==> config.mk <==
export PLATFORM = sky130hd
export DESIGN_NAME = mem_access_stage
export DESIGN_NICKNAME = d
export VERILOG_FILES = /design/src/rtl/mem_pkg.sv /design/src/rtl/load_extend.sv /design/src/rtl/mem_access_stage.sv
export SDC_FILE = /design/constraint.sdc
export NUM_CORES = 1
export LEC_CHECK = 0
export ABC_AREA = 1
export CAP_MARGIN = 20
export CORE_ASPECT_RATIO = 1.1
export CORE_UTILIZATION = 45
export DETAILED_ROUTE_END_ITERATION = 8
export PLACE_DENSITY = 0.76
export SYNTH_ARGS = -nofsm -noshare
export SYNTH_HDL_FRONTEND = slang
export SYNTH_SLANG_ARGS = --single-unit
==> constraint.sdc <==
create_clock -name clk -period 5 [get_ports clk]
set_input_delay 1 -clock clk [delete_from_list [all_inputs] [get_ports clk]]
set_output_delay 1 -clock clk [all_outputs]
set_load 0.1 [all_outputs]
==> src/rtl/mem_pkg.sv <==
// rtl/mem_pkg.sv - shared constants and types for the memory access stage
package mem_pkg;

    localparam logic [2:0] F3_LB  = 3'b000;
    localparam logic [2:0] F3_LH  = 3'b001;
    localparam logic [2:0] F3_LW  = 3'b010;
    localparam logic [2:0] F3_LD  = 3'b011;
    localparam logic [2:0] F3_LBU = 3'b100;
    localparam logic [2:0] F3_LHU = 3'b101;
    localparam logic [2:0] F3_LWU = 3'b110;

    localparam logic [2:0] F3_SB  = 3'b000;
    localparam logic [2:0] F3_SH  = 3'b001;
    localparam logic [2:0] F3_SW  = 3'b010;
    localparam logic [2:0] F3_SD  = 3'b011;

    localparam logic [7:0] STRB_BASE_B = 8'h01;
    localparam logic [7:0] STRB_BASE_H = 8'h03;
    localparam logic [7:0] STRB_BASE_W = 8'h0F;
    localparam logic [7:0] STRB_BASE_D = 8'hFF;

    typedef enum logic [1:0] {
        IDLE,
        ACCESS,
        DONE
    } state_t;

    // Byte-enable pattern for an access at lane 0; funct3[1:0] encodes log2(bytes).
    function automatic logic [7:0] strb_base(input logic [1:0] size);
        case (size)
            2'd0:    strb_base = STRB_BASE_B;
            2'd1:    strb_base = STRB_BASE_H;
            2'd2:    strb_base = STRB_BASE_W;
            default: strb_base = STRB_BASE_D;
        endcase
    endfunction

endpackage

==> src/rtl/load_extend.sv <==
// rtl/load_extend.sv - lane-select, truncate and extend doubleword load data
module load_extend
    import mem_pkg::*;
(
    input  logic [63:0] rdata,
    input  logic [2:0]  off,
    input  logic [2:0]  funct3,
    output logic [63:0] ext
);

    logic [63:0] shifted;

    always_comb begin
        shifted = rdata >> {off, 3'b000};
        ext     = shifted;
        case (funct3)
            F3_LB:   ext = {{56{shifted[7]}},  shifted[7:0]};
            F3_LH:   ext = {{48{shifted[15]}}, shifted[15:0]};
            F3_LW:   ext = {{32{shifted[31]}}, shifted[31:0]};
            F3_LD:   ext = shifted;
            F3_LBU:  ext = {56'd0, shifted[7:0]};
            F3_LHU:  ext = {48'd0, shifted[15:0]};
            F3_LWU:  ext = {32'd0, shifted[31:0]};
            default: ext = shifted;
        endcase
    end

endmodule

==> src/rtl/mem_access_stage.sv <==
// rtl/mem_access_stage.sv - RV64 load/store stage over a req/ack data bus
module mem_access_stage
    import mem_pkg::*;
#(
    parameter int XLEN   = 64,
    parameter int STRB_W = XLEN / 8
) (
    input  logic              clk,
    input  logic              rst,
    input  logic              valid_in,
    input  logic              mem_read,
    input  logic              mem_write,
    input  logic              reg_write_in,
    input  logic [2:0]        funct3,
    input  logic [4:0]        rd_in,
    input  logic [XLEN-1:0]   alu_result,
    input  logic [XLEN-1:0]   store_data,
    output logic              stall,
    output logic              valid_out,
    output logic [XLEN-1:0]   wb_data,
    output logic [4:0]        rd_out,
    output logic              reg_write_out,
    output logic              mem_fault,
    output logic              dmem_req,
    output logic              dmem_we,
    output logic [XLEN-1:0]   dmem_addr,
    output logic [XLEN-1:0]   dmem_wdata,
    output logic [STRB_W-1:0] dmem_wstrb,
    input  logic [XLEN-1:0]   dmem_rdata,
    input  logic              dmem_ack
);

    state_t state_q, state_d;

    logic              cap_we_q,    cap_we_d;
    logic              cap_regw_q,  cap_regw_d;
    logic [2:0]        cap_f3_q,    cap_f3_d;
    logic [2:0]        cap_off_q,   cap_off_d;
    logic [4:0]        cap_rd_q,    cap_rd_d;
    logic [XLEN-1:0]   cap_addr_q,  cap_addr_d;
    logic [XLEN-1:0]   cap_wdata_q, cap_wdata_d;
    logic [STRB_W-1:0] cap_wstrb_q, cap_wstrb_d;

    logic              valid_q,  valid_d;
    logic              fault_q,  fault_d;
    logic [XLEN-1:0]   wb_q,     wb_d;
    logic [4:0]        rd_q,     rd_d;
    logic              regw_q,   regw_d;

    logic [2:0]        off;
    logic              misaligned;
    logic              f3_ok;
    logic              is_mem;
    logic              mem_ok;
    logic              fault;
    logic [XLEN-1:0]   load_ext;

    assign off    = alu_result[2:0];
    assign is_mem = mem_read ^ mem_write;

    always_comb begin
        misaligned = 1'b0;
        case (funct3[1:0])
            2'd0:    misaligned = 1'b0;
            2'd1:    misaligned = off[0];
            2'd2:    misaligned = |off[1:0];
            default: misaligned = |off;
        endcase
    end

    always_comb begin
        f3_ok = 1'b0;
        if (mem_read) begin
            f3_ok = funct3 inside {F3_LB, F3_LH, F3_LW, F3_LD, F3_LBU, F3_LHU, F3_LWU};
        end else begin
            f3_ok = funct3 inside {F3_SB, F3_SH, F3_SW, F3_SD};
        end
    end

    // Both read and write set, or a single access that fails decode, is answered as a fault.
    assign mem_ok = is_mem & f3_ok & ~misaligned;
    assign fault  = (mem_read & mem_write) | (is_mem & ~mem_ok);

    load_extend u_load_extend (
        .rdata  (dmem_rdata),
        .off    (cap_off_q),
        .funct3 (cap_f3_q),
        .ext    (load_ext)
    );

    always_comb begin
        state_d     = state_q;
        cap_we_d    = cap_we_q;
        cap_regw_d  = cap_regw_q;
        cap_f3_d    = cap_f3_q;
        cap_off_d   = cap_off_q;
        cap_rd_d    = cap_rd_q;
        cap_addr_d  = cap_addr_q;
        cap_wdata_d = cap_wdata_q;
        cap_wstrb_d = cap_wstrb_q;
        valid_d     = 1'b0;
        fault_d     = 1'b0;
        wb_d        = wb_q;
        rd_d        = rd_q;
        regw_d      = regw_q;
        stall       = 1'b0;

        case (state_q)
            ACCESS: begin
                stall = ~dmem_ack;
                if (dmem_ack) begin
                    state_d = DONE;
                    valid_d = 1'b1;
                    rd_d    = cap_rd_q;
                    if (cap_we_q) begin
                        wb_d   = '0;
                        regw_d = 1'b0;
                    end else begin
                        wb_d   = load_ext;
                        regw_d = cap_regw_q;
                    end
                end
            end
            default: begin
                // DONE behaves as IDLE so a new instruction can issue back-to-back.
                state_d = IDLE;
                if (valid_in) begin
                    if (mem_ok) begin
                        stall       = 1'b1;
                        state_d     = ACCESS;
                        cap_we_d    = mem_write;
                        cap_regw_d  = reg_write_in;
                        cap_f3_d    = funct3;
                        cap_off_d   = off;
                        cap_rd_d    = rd_in;
                        cap_addr_d  = {alu_result[XLEN-1:3], 3'b000};
                        cap_wdata_d = store_data << {off, 3'b000};
                        cap_wstrb_d = mem_write ? (strb_base(funct3[1:0]) << off) : '0;
                    end else begin
                        valid_d = 1'b1;
                        fault_d = fault;
                        wb_d    = alu_result;
                        rd_d    = rd_in;
                        regw_d  = reg_write_in & ~fault;
                    end
                end
            end
        endcase
    end

    always_ff @(posedge clk) begin
        if (rst) begin
            state_q     <= IDLE;
            cap_we_q    <= 1'b0;
            cap_regw_q  <= 1'b0;
            cap_f3_q    <= '0;
            cap_off_q   <= '0;
            cap_rd_q    <= '0;
            cap_addr_q  <= '0;
            cap_wdata_q <= '0;
            cap_wstrb_q <= '0;
            valid_q     <= 1'b0;
            fault_q     <= 1'b0;
            wb_q        <= '0;
            rd_q        <= '0;
            regw_q      <= 1'b0;
        end else begin
            state_q     <= state_d;
            cap_we_q    <= cap_we_d;
            cap_regw_q  <= cap_regw_d;
            cap_f3_q    <= cap_f3_d;
            cap_off_q   <= cap_off_d;
            cap_rd_q    <= cap_rd_d;
            cap_addr_q  <= cap_addr_d;
            cap_wdata_q <= cap_wdata_d;
            cap_wstrb_q <= cap_wstrb_d;
            valid_q     <= valid_d;
            fault_q     <= fault_d;
            wb_q        <= wb_d;
            rd_q        <= rd_d;
            regw_q      <= regw_d;
        end
    end

    assign dmem_req      = (state_q == ACCESS);
    assign dmem_we       = cap_we_q;
    assign dmem_addr     = cap_addr_q;
    assign dmem_wdata    = cap_wdata_q;
    assign dmem_wstrb    = cap_wstrb_q;
    assign valid_out     = valid_q;
    assign mem_fault     = fault_q;
    assign wb_data       = wb_q;
    assign rd_out        = rd_q;
    assign reg_write_out = regw_q;

endmodule

Word-level counts from Yosys, hierarchy flattened

Index checks and enable logic that the tools add are counted.

Register bits after elaboration: 220
Latch bits: 0
RAM bits: 0
ROM bits: 0
Input bits: 207
Output and inout bits: 211
Memories: 0

Add/sub/neg operators: 0
$mul: 0
Divide/modulo/power cells: 0
Order comparisons: 0
Equal/unequal tests: 16
Shift operators: 3
Muxes and demuxes: 33
Bitwise logic cells: 13
Reductions and logical operators: 11

Operators by type and width:

| cell                                                                   | number |
|---|---|
| 64-bit one-hot mux with 6 select lines                                 | 1 |
| 64-bit two-way mux                                                     | 5 |
| 64-bit by 6-bit left shift with 64-bit output                          | 1 |
| 64-bit by 6-bit right shift with 64-bit output                         | 1 |
| 8-bit two-way mux                                                      | 4 |
| 8-bit one-hot mux with 3 select lines                                  | 1 |
| 5-bit two-way mux                                                      | 4 |
| 3-bit equality test (second input constant)                            | 6 |
| 1-bit two-way mux                                                      | 15 |
| 3-bit by 2-bit equality test with 1-bit output (second input constant) | 3 |
| 8-bit by 3-bit left shift with 8-bit output                            | 1 |
| 7-bit nonzero test                                                     | 1 |
| 3-bit by 1-bit equality test with 1-bit output (second input constant) | 2 |
| 3-bit logical NOT                                                      | 2 |
| 1-bit NOT                                                              | 6 |
| 3-bit AND reduction                                                    | 2 |
| 1-bit bitwise AND                                                      | 5 |
| 2-bit by 1-bit equality test with 1-bit output (second input constant) | 2 |
| 2-bit two-way mux                                                      | 2 |
| 4-bit nonzero test                                                     | 1 |
| 4-bit OR reduction                                                     | 1 |
| 1-bit one-hot mux with 3 select lines                                  | 1 |
| 3-bit OR reduction                                                     | 1 |
| 2-bit equality test (second input constant)                            | 1 |
| other kinds (7)                                                        | 7 |

Depth between registers and ports, before layout

Gate-level depths: netlist of run 1.

Word-level depth: 13
Gate-level depth with buffers: 13

Modules after synthesis

From an unflattened synthesis of run 1, not the netlist that was laid out.

Cells, all modules: 1940
Area total of the unflattened synthesis: 12510.7 um2

By module, submodules not included:

| module           | instances | cells an instance | area an instance (um2) | sequential area each (um2) |
|---|---|---|---|---|
| mem_access_stage | 1         | 1448              | 10055.9                | 4404.2 |
| load_extend      | 1         | 492               | 2454.9                 | 0.0 |

Least setup slack after synthesis of run 1

No wires, ideal clock.

Path kind: input-to-output
Start: input alu_result[1]
End: output stall
Data arrival time: 2594 ps
Setup slack: 1406 ps
Cell stages on the path: 10
Cells stage by stage: buf_2 nor2_4 nand2_1 nand2_1 o21ai_2 nor2_4 nand2_4 buf_2 buf_2 nand2_1

Word-level cells in the longest chain between the ends: 7
Elaborated cells between the ends (all ways): 8
Classes of those cells: mux (4); bitwise (2); reduce/logical (2)

RTL lines:

| item                                                            | line                                           | source |
|---|---|---|
| start, declared                                                 | mem_access_stage.sv:16                         | `input logic [XLEN-1:0] alu_result,` |
| 3-bit OR reduction / 2-bit OR reduction (equally long branches) | mem_access_stage.sv:67, mem_access_stage.sv:66 |  |
| 1-bit one-hot mux with 3 select lines *                         | mem_access_stage.sv:63                         | `case (funct3[1:0])` |
| 1-bit NOT *                                                     | mem_access_stage.sv:81                         | `assign mem_ok = is_mem & f3_ok & ~misaligned;` |
| 1-bit bitwise AND *                                             | mem_access_stage.sv:81                         |  |
| 1-bit two-way mux *                                             | mem_access_stage.sv:128                        | `if (mem_ok) begin` |
| 1-bit two-way mux *                                             | mem_access_stage.sv:127                        | `if (valid_in) begin` |
| 1-bit two-way mux *                                             | mem_access_stage.sv:108                        | `case (state_q)` |
| end, declared                                                   | mem_access_stage.sv:18                         | `output logic stall,` |

Mark *: on every way between the ends. The rest lies on a longest branch, timed or not.

Worst setup path in the final report of run 1

Start: register state_q[0]
End: output stall

Word-level cells in the longest chain between the ends: 2

RTL lines:

| item                                           | line                    | source |
|---|---|---|
| start, declared                                | mem_access_stage.sv:33  | `state_t state_q, state_d;` |
| start signal, assigned                         | mem_access_stage.sv:168 | `state_q <= state_d;` |
| 2-bit by 1-bit equality test with 1-bit output | mem_access_stage.sv:108 |  |
| 1-bit two-way mux                              | mem_access_stage.sv:108 |  |

No other way between the ends.

==> impl_metrics.csv, run 1 <==
group,metric,value,unit
critical_path,critPathMaxFanout,61,
power_and_ir_drop,switching_share,0.400,
logic_synthesis,seq_area_frac_synth,0.350,
clocking,cts_buffer_depth,3,
clocking,insertion_delay,540,ps
critical_path,arrival,2970,ps
sta,slew_violations,0,
routing,dr.pass1.iters,6,
clocking,cts_root_buffer,"clkbuf_16",
critical_path,critPathBufInv,4,
placement,place_congestion,0.979,
logic_synthesis,ys_types,38,
critical_path,worst_path_max_delay_cell,"buf_4",
logic_synthesis,yosysTopAreaCellShare,0.350,
cells_and_area,post-route-util,0.636,
sta,timing.slew.headroom,0.250,
clocking,numCtsBuffers,24,
sta,rsz0062_at_grt,"no",
critical_path,start_kind,"flip-flop",
floorplanning,ioPinCount,418,
critical_path,reg2reg_slack,1770,ps
sta,max_freq,252,MHz
power_and_ir_drop,p_seq_frac,0.342,
floorplanning,coreArea,27200,um^2
critical_path,r2r.worst_path.cells,10,
critical_path,cp_common_cell,"inv_1",
floorplanning,die-width,161,um
cells_and_area,area_growth,37.5,%
grt,grt_use_met1,0.409,
cells_and_area,mostFrequentLayoutCell,"nand2_1",
clocking,holdBufCountCts,0,
clocking,cts-htree-levels,1,
hold_path,hold_depth,2,
sta,clock_skew,25.1,ps
grt,grt-ovfl-total,0,
floorplanning,initial_core_util,0.463,
placement,pre_cts_slack,1360,ps
power_and_ir_drop,vdd_drop_max,0.000278,V
logic_synthesis,synthFlopType,"dfxtp_1",
cells_and_area,num-nets-final,2446,
routing,detail_route.drc_violations,0,
sta,tightest_slew,1120,ps
critical_path,r2r-start,"state_q[0]",
sta,setup_viol,0,
clocking,cts_setup_buffers,0,
sta,min_period,3970,ps
floorplanning,rows,63,
power_and_ir_drop,p_sw,2.25,mW
grt,use_met3,0.0589,
grt,grt_max_degree,104,
clocking,cts.repair.resized,0,
grt,grt_pass1_vias,13509,
sta,layout_setup_ws,1030,ps
hold_path,min_to,"cap_rd_q[0]",
flow_run,maxCapViolations,0,
grt,grt_usage,0.344,
routing,drt-total-wl,51300,um
logic_synthesis,synth_warnings,0,
clocking,clkTransAtPathRegs,60,ps
hold_path,min_from,"cap_rd_q[0]",
floorplanning,die_h,177,um
critical_path,cp.depth,7,
placement,io_buffers,414,
logic_synthesis,syn_area,12600,um^2
critical_path,cp_top_family,"buffers and inverters",
power_and_ir_drop,p_clk_frac,0.310,
routing,vias,14644,
clocking,clkSinkCount,220,
logic_synthesis,synth-edff-count,0,
routing,viasPerCell,5.61,
routing,wl_per_cell,19.6,um
routing,drtAntennaViolNets,0,
logic_synthesis,avgSynthCellArea,6.47,um^2
routing,drt-initial-drc-count,1308,
power_and_ir_drop,comb_power_share,0.347,
power_and_ir_drop,leakage,7.19,nW
sta,hold_viol,0,
cells_and_area,final_layout_size_suffix_gt1_frac,0.0608,
logic_synthesis,async_flop_share,0,
grt,antenna_found_initial,1,
critical_path,path_class,"reg2out",
sta,period_share,0.794,
logic_synthesis,synth_top_cell_by_area,"dfxtp_1",
placement,hpwl,37000,um
power_and_ir_drop,intPower,3.38,mW
critical_path,r2r_end,"wb_data[47]",
logic_synthesis,ys_ff_latch,220,
critical_path,max_stage_delay,580,ps
clocking,tritoncts,"done",
cells_and_area,mostFrequentLayoutCells,"nand2_1 (412), clkdlybuf4s50_1 (409), o21ai_0 (256)",
logic_synthesis,synth_area_leaders,"dfxtp_1 (35%), nand2_1 (12%), o21ai_0 (10%)",
sta,final.setup.tns,0,ps
logic_synthesis,netlist_instances,1945,
grt,grt_pass1_wl,76900,um
critical_path,worstPathCellList,"inv_1, nor2_4, buf_4, inv_1, or2_2, nand2_1, buf_12",
grt,gr-usage-met2,0.606,
grt,grt-busiest-layer,"met2",
power_and_ir_drop,powerDensity,325,nW/um^2
hold_path,hold_class,"reg2reg",
critical_path,end_kind,"output port",
outcome,outcome,"finished clean",
critical_path,cp.required,4000,ps
floorplanning,dieArea,28700,um^2
-- cell families (layout without fill, tap and decap cells) --
kind of cell	Yosys count	count (layout)	synth area share
adder cells (fa/ha/maj)	1	1	0.000994
multiplexers	8	8	0.00636
flip-flops	220	220	0.350
AND/OR/NAND/NOR	851	851	0.292
buffers and inverters	295	602	0.103
AO/OA/AOI/OAI	569	569	0.247
other	1	4	0.000298
-- layer usage --
metal	part of all wire	vias up
li1	-	7041
met3	0.081	122
met4	0.048	0
met5	0	-
met2	0.49	720
met1	0.38	6761
-- how the worst max path moves through the flow --
stage                              start           to  slack [ps]
after detailed placement  dmem_rdata[63]  wb_data[47]        1360
after CTS                     state_q[0]        stall        1030
final                         state_q[0]        stall        1030
after global placement    dmem_rdata[63]  wb_data[47]        1440
after floorplan            alu_result[1]        stall        1410
after global routing          state_q[0]        stall         910
-- power groups by stage --
stage          combinational (mW)  clock (mW)  sequential (mW)
2_1_floorplan               0.602           0             2.70
3_3_place_gp                 1.93           0             1.96
3_5_place_dp                 1.94           0             1.96
4_1_cts                      1.94        1.76             1.93
5_1_grt                      2.05        1.83             1.94
6_report                     1.96        1.75             1.93
-- Yosys cell counts, types with 22 or more instances --
cell,instances
inv_1,117
dfxtp_1,220
nor2_1,194
o211a_1,22
clkbuf_1,85
nand3_2,24
o21ai_0,256
nand2_1,412
nand3_1,194
a21oi_2,22
buf_2,55
a21oi_1,218
-- layout make-up --
| type | instances | area, um^2 |
|---|---|---|
| fillers | 2519 | 9890 |
| multi-input cells | 1432 | 6900 |
| flip-flops and latches | 220 | 4410 |
| repair buffers | 435 | 4320 |
| clock buffers | 32 | 671 |
| inverters | 125 | 478 |
| well taps | 357 | 447 |
| clock inverters | 10 | 91.3 |
| diodes | 1 | 2.50 |
-- per-stage QoR --
step                area (um^2)  power, mW  hold WS (ps)  std cells
global route              17300       5.82           476       2612
finish                    17300       5.63           454       2612
global placement          16500       3.89           436       2569
CTS                       17300       5.63           453       2611
detailed placement        16500       3.90           444       2569
floorplan                 12600       3.30           425       1947
-- worst register-to-register path: stages (launching register included) --
cell     delay (ps)
dfxtp_1         310
inv_1            60
nor2_4          190
buf_4           590
inv_1           540
nor2_2          180
buf_4           320
inv_2           350
a21oi_1         240
o21ai_0         210
a21oi_1         190
-- flip-flops by register name, summed over array words and instances (netlist names), 2 cells and up --
register and count:
cap_f3_q 3, cap_off_q 3, rd_out 5, dmem_addr 61, dmem_wstrb 8, cap_rd_q 5
dmem_wdata 64, wb_data 64, state_q 2
(Power assumes the default switching activity.)
==> run 2: changes to the inputs <==
- CORE_UTILIZATION: 45 -> 42
- PLACE_DENSITY: 0.76 -> 0.74
- clock period: 5 -> 3.3 ns (I/O delays scaled with it)
==> run 2 against run 1 <==
Effect of this change:
- global-route usage shrank 2.1 points
- count of clock-buffer cells in the layout grew 5
- combinational power grew 48%
- die area grew 7.1%
- utilization shrank 6.0 points
- flip-flop and latch count is the same
- via count grew 0.74%
- critical path depth grew 2
- critical path type is now in2out
- critical endpoint unchanged
- largest cell class unchanged
==> impl_metrics.csv, run 2 (synthesis results as in run 1) <==
group,metric,value,unit
critical_path,cp_common_cell,"nand2_1",
flow_run,maxCapViolations,0,
grt,antenna_found_initial,2,
sta,period_share,0.849,
clocking,holdBufCountCts,0,
critical_path,worst_path_max_delay_cell,"clkdlybuf4s50_1",
clocking,insertion_delay,550,ps
clocking,clkSinkCount,220,
critical_path,path_class,"in2out",
routing,detail_route.drc_violations,0,
routing,wl_per_cell,19.5,um
power_and_ir_drop,vdd_drop_max,0.000296,V
critical_path,start_kind,"input port",
floorplanning,coreArea,29600,um^2
placement,pre_cts_slack,425,ps
power_and_ir_drop,powerDensity,510,nW/um^2
clocking,cts_buffer_depth,3,
clocking,tritoncts,"done",
critical_path,critPathMaxFanout,8,
clocking,cts_setup_buffers,0,
grt,grt_pass1_vias,13859,
sta,setup_viol,0,
cells_and_area,area_growth,35.4,%
routing,drtAntennaViolNets,0,
clocking,cts_root_buffer,"clkbuf_16",
critical_path,max_stage_delay,510,ps
critical_path,cp_top_family,"simple AND/OR/NAND/NOR gates",
sta,tightest_slew,811,ps
outcome,outcome,"finished clean",
routing,dr.pass1.iters,6,
floorplanning,rows,66,
hold_path,hold_class,"reg2reg",
critical_path,arrival,2140,ps
sta,min_period,2800,ps
power_and_ir_drop,total_power,8.69,mW
sta,hold_viol,0,
cells_and_area,fill_cells,2897,
routing,vias,14753,
grt,grt_pass1_wl,77800,um
cells_and_area,final_layout_size_suffix_gt1_frac,0.160,
clocking,cts.repair.resized,0,
clocking,numCtsBuffers,25,
grt,grt-ovfl-total,0,
cells_and_area,mostFrequentLayoutCell,"nand2_1",
placement,io_buffers,414,
sta,rsz0062_at_grt,"no",
grt,grt_max_degree,79,
critical_path,cp.required,2640,ps
floorplanning,dieArea,30700,um^2
critical_path,worstPathCellList,"clkdlybuf4s50_1, nand2_1, nand2_1, nand2_1, nand2_1, nor2_4, nand2_4, nand2_1, buf_12",
clocking,cts-htree-levels,1,
clocking,clkTransAtPathRegs,60,ps
sta,max_freq,357,MHz
critical_path,critPathBufInv,2,
critical_path,end_kind,"output port",
routing,drt-initial-drc-count,1207,
floorplanning,ioPinCount,418,
power_and_ir_drop,leakage,7.69,nW
routing,viasPerCell,5.57,
sta,layout_setup_ws,500,ps
sta,timing.slew.headroom,0.460,
floorplanning,die-width,167,um
cells_and_area,mostFrequentLayoutCells,"nand2_1 (412), o21ai_0 (256), buf_4 (242)",
cells_and_area,num-nets-final,2465,
sta,final.setup.tns,0,ps
grt,grt_usage,0.324,
sta,slew_violations,0,
placement,place_congestion,0.963,
placement,hpwl,38000,um
floorplanning,die_h,184,um
routing,drt-total-wl,51700,um
sta,clock_skew,9.01,ps
floorplanning,initial_core_util,0.426,
==> run 2: cell count changes in the layout (fill, tap and decap cells not counted), moves of 2 or more <==
cell and delta:
buf_4 +223, clkdlybuf4s50_1 -207, buf_12 +2, clkinv_2 -3
clkbuf_8 +4
==> run 2: cell type report <==
cell class	count	area, um^2	share of cell area
Multi-Input combinational cell	1432	6900	0.405
Sequential cell	220	4410	0.258
Timing Repair Buffer	453	3960	0.232
Clock buffer	37	751	0.0440
Inverter	125	478	0.0280
Tap cell	374	468	0.0275
Clock inverter	7	81.3	0.00477
Antenna cell	2	5.00	0.000294
==> run 2: worst paths after layout <==
path,from,end,slack [ps],depth (start not counted)
min reg2reg,cap_rd_q[1],cap_rd_q[1],450,2
max reg2reg,cap_off_q[2],wb_data[13],710,7
min,cap_rd_q[1],cap_rd_q[1],450,2
max,funct3[1],stall,500,9
==> run 2: power by group <==
| part | total [mW] | switching, mW | internal, mW |
|---|---|---|---|
| sequential | 2.92 | 0.0981 | 2.82 |
| clock | 2.85 | 1.20 | 1.65 |
| combinational | 2.91 | 2.16 | 0.749 |
==> run 2: worst register-to-register path, stage by stage, from the launching register on <==
cell and delay [ps]:
dfxtp_1 720, clkinv_1 310, buf_4 390, nand2_1 190, nand2_1 50, o21ai_0 490, nand2_1 190, a21oi_1 190
==> run 2: stage by stage <==
| step | area [um^2] | std cells | hold slack (ps) | utilization |
|---|---|---|---|---|
| 4_1_cts | 17000 | 2648 | 446 | 0.576 |
| 6_report | 17000 | 2650 | 446 | 0.577 |
| 2_1_floorplan | 12600 | 1947 | 425 | - |
| 3_5_place_dp | 16200 | 2604 | 437 | 0.548 |
| 3_3_place_gp | 16200 | 2604 | 435 | 0.548 |
| 5_1_grt | 17000 | 2649 | 477 | 0.576 |
==> run 2: per-layer routing <==
metal | vias to the layer above | track usage | wire length, um
li1 | 7092 | - | -
met3 | 152 | 0.0708 | 4230
met1 | 6826 | 0.362 | 19300
met2 | 681 | 0.569 | 25200
met4 | 2 | 0.183 | 2980
met5 | - | 0 | 13
